==> config.mk <==
export PLATFORM = sky130hd
export DESIGN_NAME = sw_mem_cfg_regs
export DESIGN_NICKNAME = d
export VERILOG_FILES = /design/src/rtl/sw_cfg_pkg.sv /design/src/rtl/sw_cfg_lookup.sv /design/src/rtl/sw_mem_cfg_regs.sv
export SDC_FILE = /design/constraint.sdc
export NUM_CORES = 1
export LEC_CHECK = 0
export ABC_AREA = 1
export ABC_CLOCK_PERIOD_IN_PS = 1400
export BUFFER_PORTS_ARGS = -buffer_cell sky130_fd_sc_hd__buf_2
export CORE_ASPECT_RATIO = 1.1
export CORE_UTILIZATION = 35
export CTS_BUF_LIST = sky130_fd_sc_hd__clkbuf_16
export CTS_CLUSTER_SIZE = 25
export DETAILED_ROUTE_END_ITERATION = 7
export GPL_ROUTABILITY_DRIVEN = 0
export PLACE_DENSITY = 0.56
export SLEW_MARGIN = 25
export SYNTH_ARGS = -nofsm -noshare
export SYNTH_HDL_FRONTEND = slang
export SYNTH_SLANG_ARGS = --single-unit
==> constraint.sdc <==
create_clock -name clk -period 1.4 [get_ports clk]
set_input_delay 0.35 -clock clk [delete_from_list [all_inputs] [get_ports clk]]
set_output_delay 0.35 -clock clk [all_outputs]
set_load 0.02 [all_outputs]
==> src/rtl/sw_cfg_pkg.sv <==
// sw_cfg_pkg: shared types and default sizes for the switch memory-configuration registers.
package sw_cfg_pkg;
  localparam int NUM_PORTS_D = 4;
  localparam int ADDR_W_D = 2;
  localparam int DATA_W_D = 8;
  typedef enum logic [1:0] {
    UNCFG   = 2'd0,
    PARTIAL = 2'd1,
    READY   = 2'd2,
    DUP_ERR = 2'd3
  } cfg_state_e;
  typedef logic [NUM_PORTS_D*DATA_W_D-1:0] port_addr_t;
endpackage

==> src/rtl/sw_cfg_lookup.sv <==
// sw_cfg_lookup: one-cycle destination lookup, lowest written matching entry wins.
module sw_cfg_lookup #(
  parameter int NUM_PORTS = 4,
  parameter int DATA_W = 8
) (
  input  logic                          clk,
  input  logic                          rst,
  input  logic                          lookup_valid,
  input  logic [DATA_W-1:0]             lookup_da,
  input  logic [NUM_PORTS*DATA_W-1:0]   entries,
  input  logic [NUM_PORTS-1:0]          mask,
  output logic                          lookup_done,
  output logic                          lookup_hit,
  output logic [NUM_PORTS-1:0]          lookup_port
);
  logic [NUM_PORTS-1:0] match;
  logic [NUM_PORTS-1:0] first;
  always_comb begin
    match = '0;
    for (int i = 0; i < NUM_PORTS; i++)
      match[i] = mask[i] && (entries[i*DATA_W +: DATA_W] == lookup_da);
  end
  // isolate the lowest set bit so the result stays one-hot
  assign first = match & (~match + NUM_PORTS'(1));
  always_ff @(posedge clk or posedge rst) begin
    if (rst) begin
      lookup_done <= 1'b0;
      lookup_hit  <= 1'b0;
      lookup_port <= '0;
    end else begin
      lookup_done <= lookup_valid;
      lookup_hit  <= lookup_valid && |match;
      lookup_port <= lookup_valid ? first : '0;
    end
  end
endmodule

==> src/rtl/sw_mem_cfg_regs.sv <==
// sw_mem_cfg_regs: per-port destination address registers with completeness/duplicate FSM and lookup.
// Build option CFG_READBACK_EN adds the config-bus read path; otherwise reads are ignored.
module sw_mem_cfg_regs
  import sw_cfg_pkg::*;
#(
  parameter int NUM_PORTS = NUM_PORTS_D,
  parameter int ADDR_W = ADDR_W_D,
  parameter int DATA_W = DATA_W_D
) (
  input  logic                        clk,
  input  logic                        rst,
  input  logic                        mem_en,
  input  logic                        mem_wr,
  input  logic [ADDR_W-1:0]           mem_addr,
  input  logic [DATA_W-1:0]           mem_data,
  output logic [DATA_W-1:0]           mem_rdata,
  output logic                        mem_rvalid,
  output logic                        wr_err,
  input  logic                        cfg_lock,
  input  logic                        lookup_valid,
  input  logic [DATA_W-1:0]           lookup_da,
  output logic                        lookup_done,
  output logic                        lookup_hit,
  output logic [NUM_PORTS-1:0]        lookup_port,
  output logic [1:0]                  cfg_state,
  output logic [NUM_PORTS*DATA_W-1:0] port_addr
);
  logic [DATA_W-1:0]    ent [NUM_PORTS];
  logic [NUM_PORTS-1:0] mask;
  logic                 dup;
  cfg_state_e           state, nxt;
  wire wr_req = mem_en && mem_wr;
  always_ff @(posedge clk or posedge rst) begin
    if (rst) begin
      for (int i = 0; i < NUM_PORTS; i++) ent[i] <= '0;
      mask   <= '0;
      wr_err <= 1'b0;
    end else begin
      wr_err <= wr_req && cfg_lock;
      if (wr_req && !cfg_lock) begin
        ent[mem_addr]  <= mem_data;
        mask[mem_addr] <= 1'b1;
      end
    end
  end
  for (genvar g = 0; g < NUM_PORTS; g++) begin : g_flat
    assign port_addr[g*DATA_W +: DATA_W] = ent[g];
  end
`ifdef CFG_READBACK_EN
  always_ff @(posedge clk or posedge rst) begin
    if (rst) begin
      mem_rvalid <= 1'b0;
      mem_rdata  <= '0;
    end else begin
      mem_rvalid <= mem_en && !mem_wr;
      mem_rdata  <= (mem_en && !mem_wr) ? ent[mem_addr] : '0;
    end
  end
`else
  assign mem_rvalid = 1'b0;
  assign mem_rdata  = '0;
`endif
  always_comb begin
    dup = 1'b0;
    for (int i = 0; i < NUM_PORTS; i++)
      for (int j = i + 1; j < NUM_PORTS; j++)
        if (ent[i] == ent[j]) dup = 1'b1;
  end
  // driven from registered mask/entries, so the state trails the write by one cycle
  assign nxt = (state == UNCFG)   ? (|mask ? PARTIAL : UNCFG) :
               (state == PARTIAL) ? (&mask ? (dup ? DUP_ERR : READY) : PARTIAL) :
               dup ? DUP_ERR : READY;
  always_ff @(posedge clk or posedge rst) begin
    if (rst) state <= UNCFG;
    else     state <= nxt;
  end
  assign cfg_state = state;
  sw_cfg_lookup #(.NUM_PORTS(NUM_PORTS), .DATA_W(DATA_W)) u_lookup (
    .clk          (clk),
    .rst          (rst),
    .lookup_valid (lookup_valid),
    .lookup_da    (lookup_da),
    .entries      (port_addr),
    .mask         (mask),
    .lookup_done  (lookup_done),
    .lookup_hit   (lookup_hit),
    .lookup_port  (lookup_port)
  );
endmodule

==> results of run 1 <==
-- where the power goes --
part | internal (W) | switching (W) | total, W
Combinational | 0.000867 | 0.00131 | 0.00218
Sequential | 0.00154 | 0.000423 | 0.00196
Clock | 0.000836 | 0.000508 | 0.00134
-- final cells by class --
class / instances / area, um2
Clock buffer: 5 / 125
Clock inverter: 3 / 41.3
Fill cell: 885 / 4650
Inverter: 57 / 220
Multi-Input combinational cell: 342 / 1590
Sequential cell: 45 / 1160
Tap cell: 111 / 139
Timing Repair Buffer: 81 / 477
-- per-layer routing --
layer,wire length (um),share of wire,vias up
met1,3990,0.46,1398
met3,347,0.040,15
met4,208,0.024,0
li1,-,-,1557
met5,0,0,-
met2,4220,0.48,104
-- cells in the final DEF, fill, tap and decap left out, drive strengths merged, types with 2 or more instances in the layout --
master,instances
o22ai,8
buf,81
inv,56
dfrtp,45
o21ai,34
nor2,44
nand2,186
nand4,15
xnor2,19
xor2,3
conb,9
nand3,11
clkinvlp,2
nor3,3
a21oi,4
clkbuf,5
and3,3
-- state kept, by name (all words and copies together) (netlist names) --
| name | count |
|---|---|
| u_lookup.lookup_port | 4 |
| port_addr | 32 |
| cfg_state | 2 |
| u_lookup.lookup_done | 1 |
| wr_err | 1 |
| mask | 4 |
| u_lookup.lookup_hit | 1 |
-- per-stage QoR --
step	worst slack, ps	instance area [um2]	hold WS [ps]	total power, W
global route	-16.3	3750	129	0.00587
CTS	3.30	3640	120	0.00537
global placement	53.2	3460	426	0.00399
finish	27.1	3750	107	0.00548
detailed placement	54.5	3460	430	0.00399
floorplan	114	3070	361	0.00336
-- critical path, delay by kind of cell (launching register included) --
family                 cells  cell delay [ps]
buffers and inverters      2              300
flip-flops                 1              440
-- kinds of logic after synthesis --
logic type | share of synthesized area
AOI/OAI and AO/OA | 0.0845
DFF | 0.371
buffers and inverters | 0.120
and+or+nand+nor | 0.360
other | 0.00123
xor gates and xnor gates | 0.0635
-- synth_stat cells --
master     number  area share
dfrtp_1        45        0.37
nor3_1          2      0.0033
buf_2           9       0.015
nor2_1         42       0.052
o21a_1          1      0.0025
inv_1          42       0.052
nor3_2          1      0.0033
o2111ai_1       1      0.0029
a21oi_1         4      0.0066
nor2_2          1      0.0021
o21ai_0        18       0.030
nand4_1        15       0.031
nand2_1       184        0.23
nand2_2         2      0.0041
o21ai_1        16       0.026
nand3_1         7       0.012
xnor2_1        19       0.055
nand3b_1        1      0.0025
conb_1          1      0.0012
o22ai_1         8       0.016
inv_2          15       0.019
clkbuf_2        6      0.0099
and3_1          3      0.0062
nor2_4          1      0.0037
nand3_2         4       0.013
buf_4          10       0.025
xor2_1          3      0.0087
-- worst paths after layout --
path | start | endpoint | slack (ps) | cells after the start
max in group asynchronous | rst | port_addr[9]$_DFFE_PP0P_ | 1060 | 3
worst min-delay path | rst | port_addr[6]$_DFFE_PP0P_ | 110 | 3
worst max-delay path | port_addr[13]$_DFFE_PP0P_ | port_addr[13] | 30 | 2
worst max register to register | port_addr[27]$_DFFE_PP0P_ | u_lookup.lookup_hit$_DFF_PP0_ | 40 | 6
min in group clk | lookup_valid | u_lookup.lookup_done$_DFF_PP0_ | 230 | 1
worst min register to register | mask[0]$_DFFE_PP0P_ | mask[0]$_DFFE_PP0P_ | 530 | 2
-- what timing repair did --
| action | in CTS | in global routing |
|---|---|---|
| gates resized for setup | 1 | 36 |
| setup endpoints to repair | 2 | 14 |
| pin swaps | 0 | 10 |
| setup buffers | 1 | 8 |
| hold buffers | 0 | 0 |
==> flow_metrics.tcl, run 1 <==
set metrics [dict create \
    status "finished clean" \
    grt_use_total 0.198 \
    fin_crit_sh 0.981 \
    cap_violations 0 \
    area_delta_synth_final_pct 23.7 \
    max_clock_freq_mhz 728 \
    final.setup.tns_ps 0 \
    num_vias 3074 \
    grt_max_degree 46 \
    vdd.ir_drop.worst_mv 0.686 \
    cts_tree "yes" \
    syn_area_per_cell_um2 6.59 \
    ys_seq_area_frac 0.371 \
    yosysUniqueCellTypes 27 \
    syn-cell-area_um2 3040 \
    drive_gt1_frac 0.278 \
    antenna_cells 0 \
    grt_pass1_wl_um 13900 \
    drcViolationCount 0 \
    first_pass_iters 5 \
    antenna_found_initial 0 \
    grt_util_met3 0.0237 \
    start_kind "flop" \
    cts_buffers 5 \
    postRouteAntennaNets 0 \
    root_buffer "clkbuf_16" \
    path_max_fanout 5 \
    cp_cell_sequence "buf_4 -> buf_2" \
    coreArea_um2 8410 \
    overflow 0 \
    hold_path.class "input port to async pin" \
    num-nets-final 556 \
    power_density_nw_per_um2 1460 \
    yosys_warnings 0 \
    grt_pass1_vias 2669 \
    crit_type "flop to output pin" \
    chipHeight_um 99.7 \
    placement_rows 35 \
    clock_path_buffers 2 \
    dieArea_um2 9050 \
    p_leak_nw 1.99 \
    required_ps 1050 \
    cts_max_level 2 \
    hpwlAfterDp_um 6680 \
    end_kind "output pin" \
    clk_pin_slew_ps 60 \
    die_w_um 90.8 \
    dp_cells 627 \
    cp.arrival_ps 1020 \
    busiest_layer "met2" \
    synthCells 461 \
    cpPeakStageDelay_ps 440 \
    wl_um 8770 \
    layoutNonFillerInstCount 644 \
    final_util 0.447 \
    cts.sink_count 45 \
    slowest_stage "dfrtp_2" \
    hold_viol 0 \
    clk_latency_ps 290 \
    maxSlewViolCount 0 \
    min_period_ps 1370 \
    fin_skew_ps 3.62 \
    initial_core_util 0.361 \
    wire_per_inst_um 13.6 \
    io_buffers 64 \
    synth_seq_cells 45 \
    grt_use_met2 0.327 \
    num_io_pins 74 \
    rsz0062_at_grt "yes" \
    setup_violations 0 \
    met1_usage 0.267 \
    via_per_inst 4.77 \
    initialDrtViolationCount 166 \
]
Note: power is estimated with default switching activity, not from simulation.
==> inputs of run 2 (changes only) <==
- BUFFER_PORTS_ARGS: -buffer_cell sky130_fd_sc_hd__buf_2 -> -buffer_cell sky130_fd_sc_hd__clkbuf_2
==> run 2 against run 1 <==
  * First-iteration DRC count did not move
  * Flip-flop and latch count did not move
  * Critical path depth did not move
  * Non-clock buffer count rose by 8
  * Sequential share of layout area fell by 0.34 points
  * Setup slack got worse by 11 ps
  * Core utilization rose by 0.45 points
  * Die area did not move
  * Global-route usage barely moved
  * Critical path type unchanged
  * Worst hold slack got worse by 3.7 ps
  * Sequential power barely moved
==> flow_metrics.tcl, run 2 (synthesis results as in run 1) <==
set metrics [dict create \
    first_pass_iters 5 \
    setup_slack_ps 16.5 \
    grt_max_degree 46 \
    initial_core_util 0.361 \
    seq_area_um2 1160 \
    clk_latency_ps 290 \
    end_kind "output pin" \
    antenna_cells 0 \
    critPathBufInv 2 \
    clk_pin_slew_ps 70 \
    coreArea_um2 8410 \
    rsz0062_at_grt "yes" \
    grt_use_total 0.198 \
    initialDrtViolationCount 166 \
    start_kind "flop" \
    crit_type "flop to output pin" \
    highest_layer "met4" \
    setup_violations 0 \
    postRouteAntennaNets 0 \
    cts_tree "yes" \
    drive_gt1_frac 0.279 \
    grt_pass1_vias 2799 \
    path_max_fanout 6 \
    largest_reg_flops 32 \
    wl_met2_um 4230 \
    status "finished clean" \
    fin_skew_ps 5.04 \
    cp_top_family "flip-flops" \
    hold_viol 0 \
    power_density_nw_per_um2 1420 \
    multi_input_area_um2 1590 \
    antenna_found_initial 0 \
    dr_wl_met3_um 438 \
    worst-path-stages 2 \
    hold-worst-slack_ps 103 \
    num_io_pins 74 \
    via_per_inst 4.74 \
    chipHeight_um 99.7 \
    cts_max_level 2 \
    wl_met1_um 3990 \
    hpwlAfterDp_um 6730 \
    clock_path_buffers 2 \
    cap_violations 0 \
    cpPeakStageDelay_ps 450 \
    die_w_um 90.8 \
    area_delta_synth_final_pct 24.9 \
    final_util 0.451 \
    cp_cell_sequence "buf_4 -> clkbuf_2" \
    cp.arrival_ps 1030 \
    fin_crit_sh 0.988 \
    required_ps 1050 \
    place_ws_ps 43.3 \
    final_cell_mix "nand2_1 (183), clkbuf_2 (62), nor2_1 (41), inv_1 (40), dfrtp_2 (25)" \
    r2r_cells 8 \
    maxSlewViolCount 0 \
    final.setup.tns_ps 0 \
    grt_pass1_wl_um 14000 \
    dieArea_um2 9050 \
    hold_path.class "input port to async pin" \
    max_clock_freq_mhz 723 \
    drcViolationCount 0 \
    p_leak_nw 2.02 \
    wl_um 8830 \
    min_period_ps 1380 \
    slowest_stage "dfrtp_2" \
    placement_rows 35 \
    vdd.ir_drop.worst_mv 0.677 \
    io_buffers 64 \
    fillers 891 \
    cts.sink_count 45 \
    num_vias 3089 \
    root_buffer "clkbuf_16" \
    wire_per_inst_um 13.5 \
    final_common_cell "nand2_1" \
    overflow 0 \
    cts_buffers 5 \
    num-nets-final 564 \
]
-- run 2: cell type report --
class,instances,area share
clock buffers,5,0.0330
clock inverters,3,0.00561
inverters,57,0.0574
multi-input cells,342,0.419
flip-flops and latches,45,0.305
well taps,111,0.0366
repair buffers,89,0.143
-- run 2: report_power, final --
part	switching, W	internal (W)
clock	0.000529	0.000665
combinational	0.00134	0.000916
sequential	0.000409	0.00154
-- run 2: final timing paths --
| kind | slack, ps | start | endpoint |
|---|---|---|---|
| worst min-delay path | 100 | rst | port_addr[30]$_DFFE_PP0P_ |
| worst max-delay path | 20 | port_addr[13]$_DFFE_PP0P_ | port_addr[13] |
| max in group asynchronous | 1060 | rst | port_addr[8]$_DFFE_PP0P_ |
| min in group clk | 240 | lookup_valid | u_lookup.lookup_done$_DFF_PP0_ |
| worst min register to register | 540 | mask[0]$_DFFE_PP0P_ | mask[0]$_DFFE_PP0P_ |
| worst max register to register | 60 | port_addr[14]$_DFFE_PP0P_ | cfg_state[0]$_DFF_PP0_ |
-- run 2: tightest hold or removal path, cell delays in order --
cell	delay, ps
clkbuf_2	100
clkinvlp_4	80
buf_12	240
-- run 2: layer usage --
| metal | vias up | global-route usage |
|---|---|---|
| li1 | 1572 | - |
| met1 | 1401 | 0.266 |
| met2 | 104 | 0.332 |
| met3 | 12 | 0.0237 |
| met4 | 0 | 0.0659 |
| met5 | - | 0 |
-- run 2: stage by stage --
step	cell area (um2)	total power, W	instances
after floorplan	3070	0.00336	469
after global placement	3490	0.00403	631
after detailed placement	3490	0.00403	631
after CTS	3650	0.00525	640
after global routing	3790	0.00578	652
final	3790	0.00539	652
-- run 2: what timing repair did --
action                     CTS  global route
pin swaps                    0             3
resized for setup            2            32
setup buffers                1            12
hold buffers                 0             0
setup endpoints to repair    3            19
cloned                       0             0
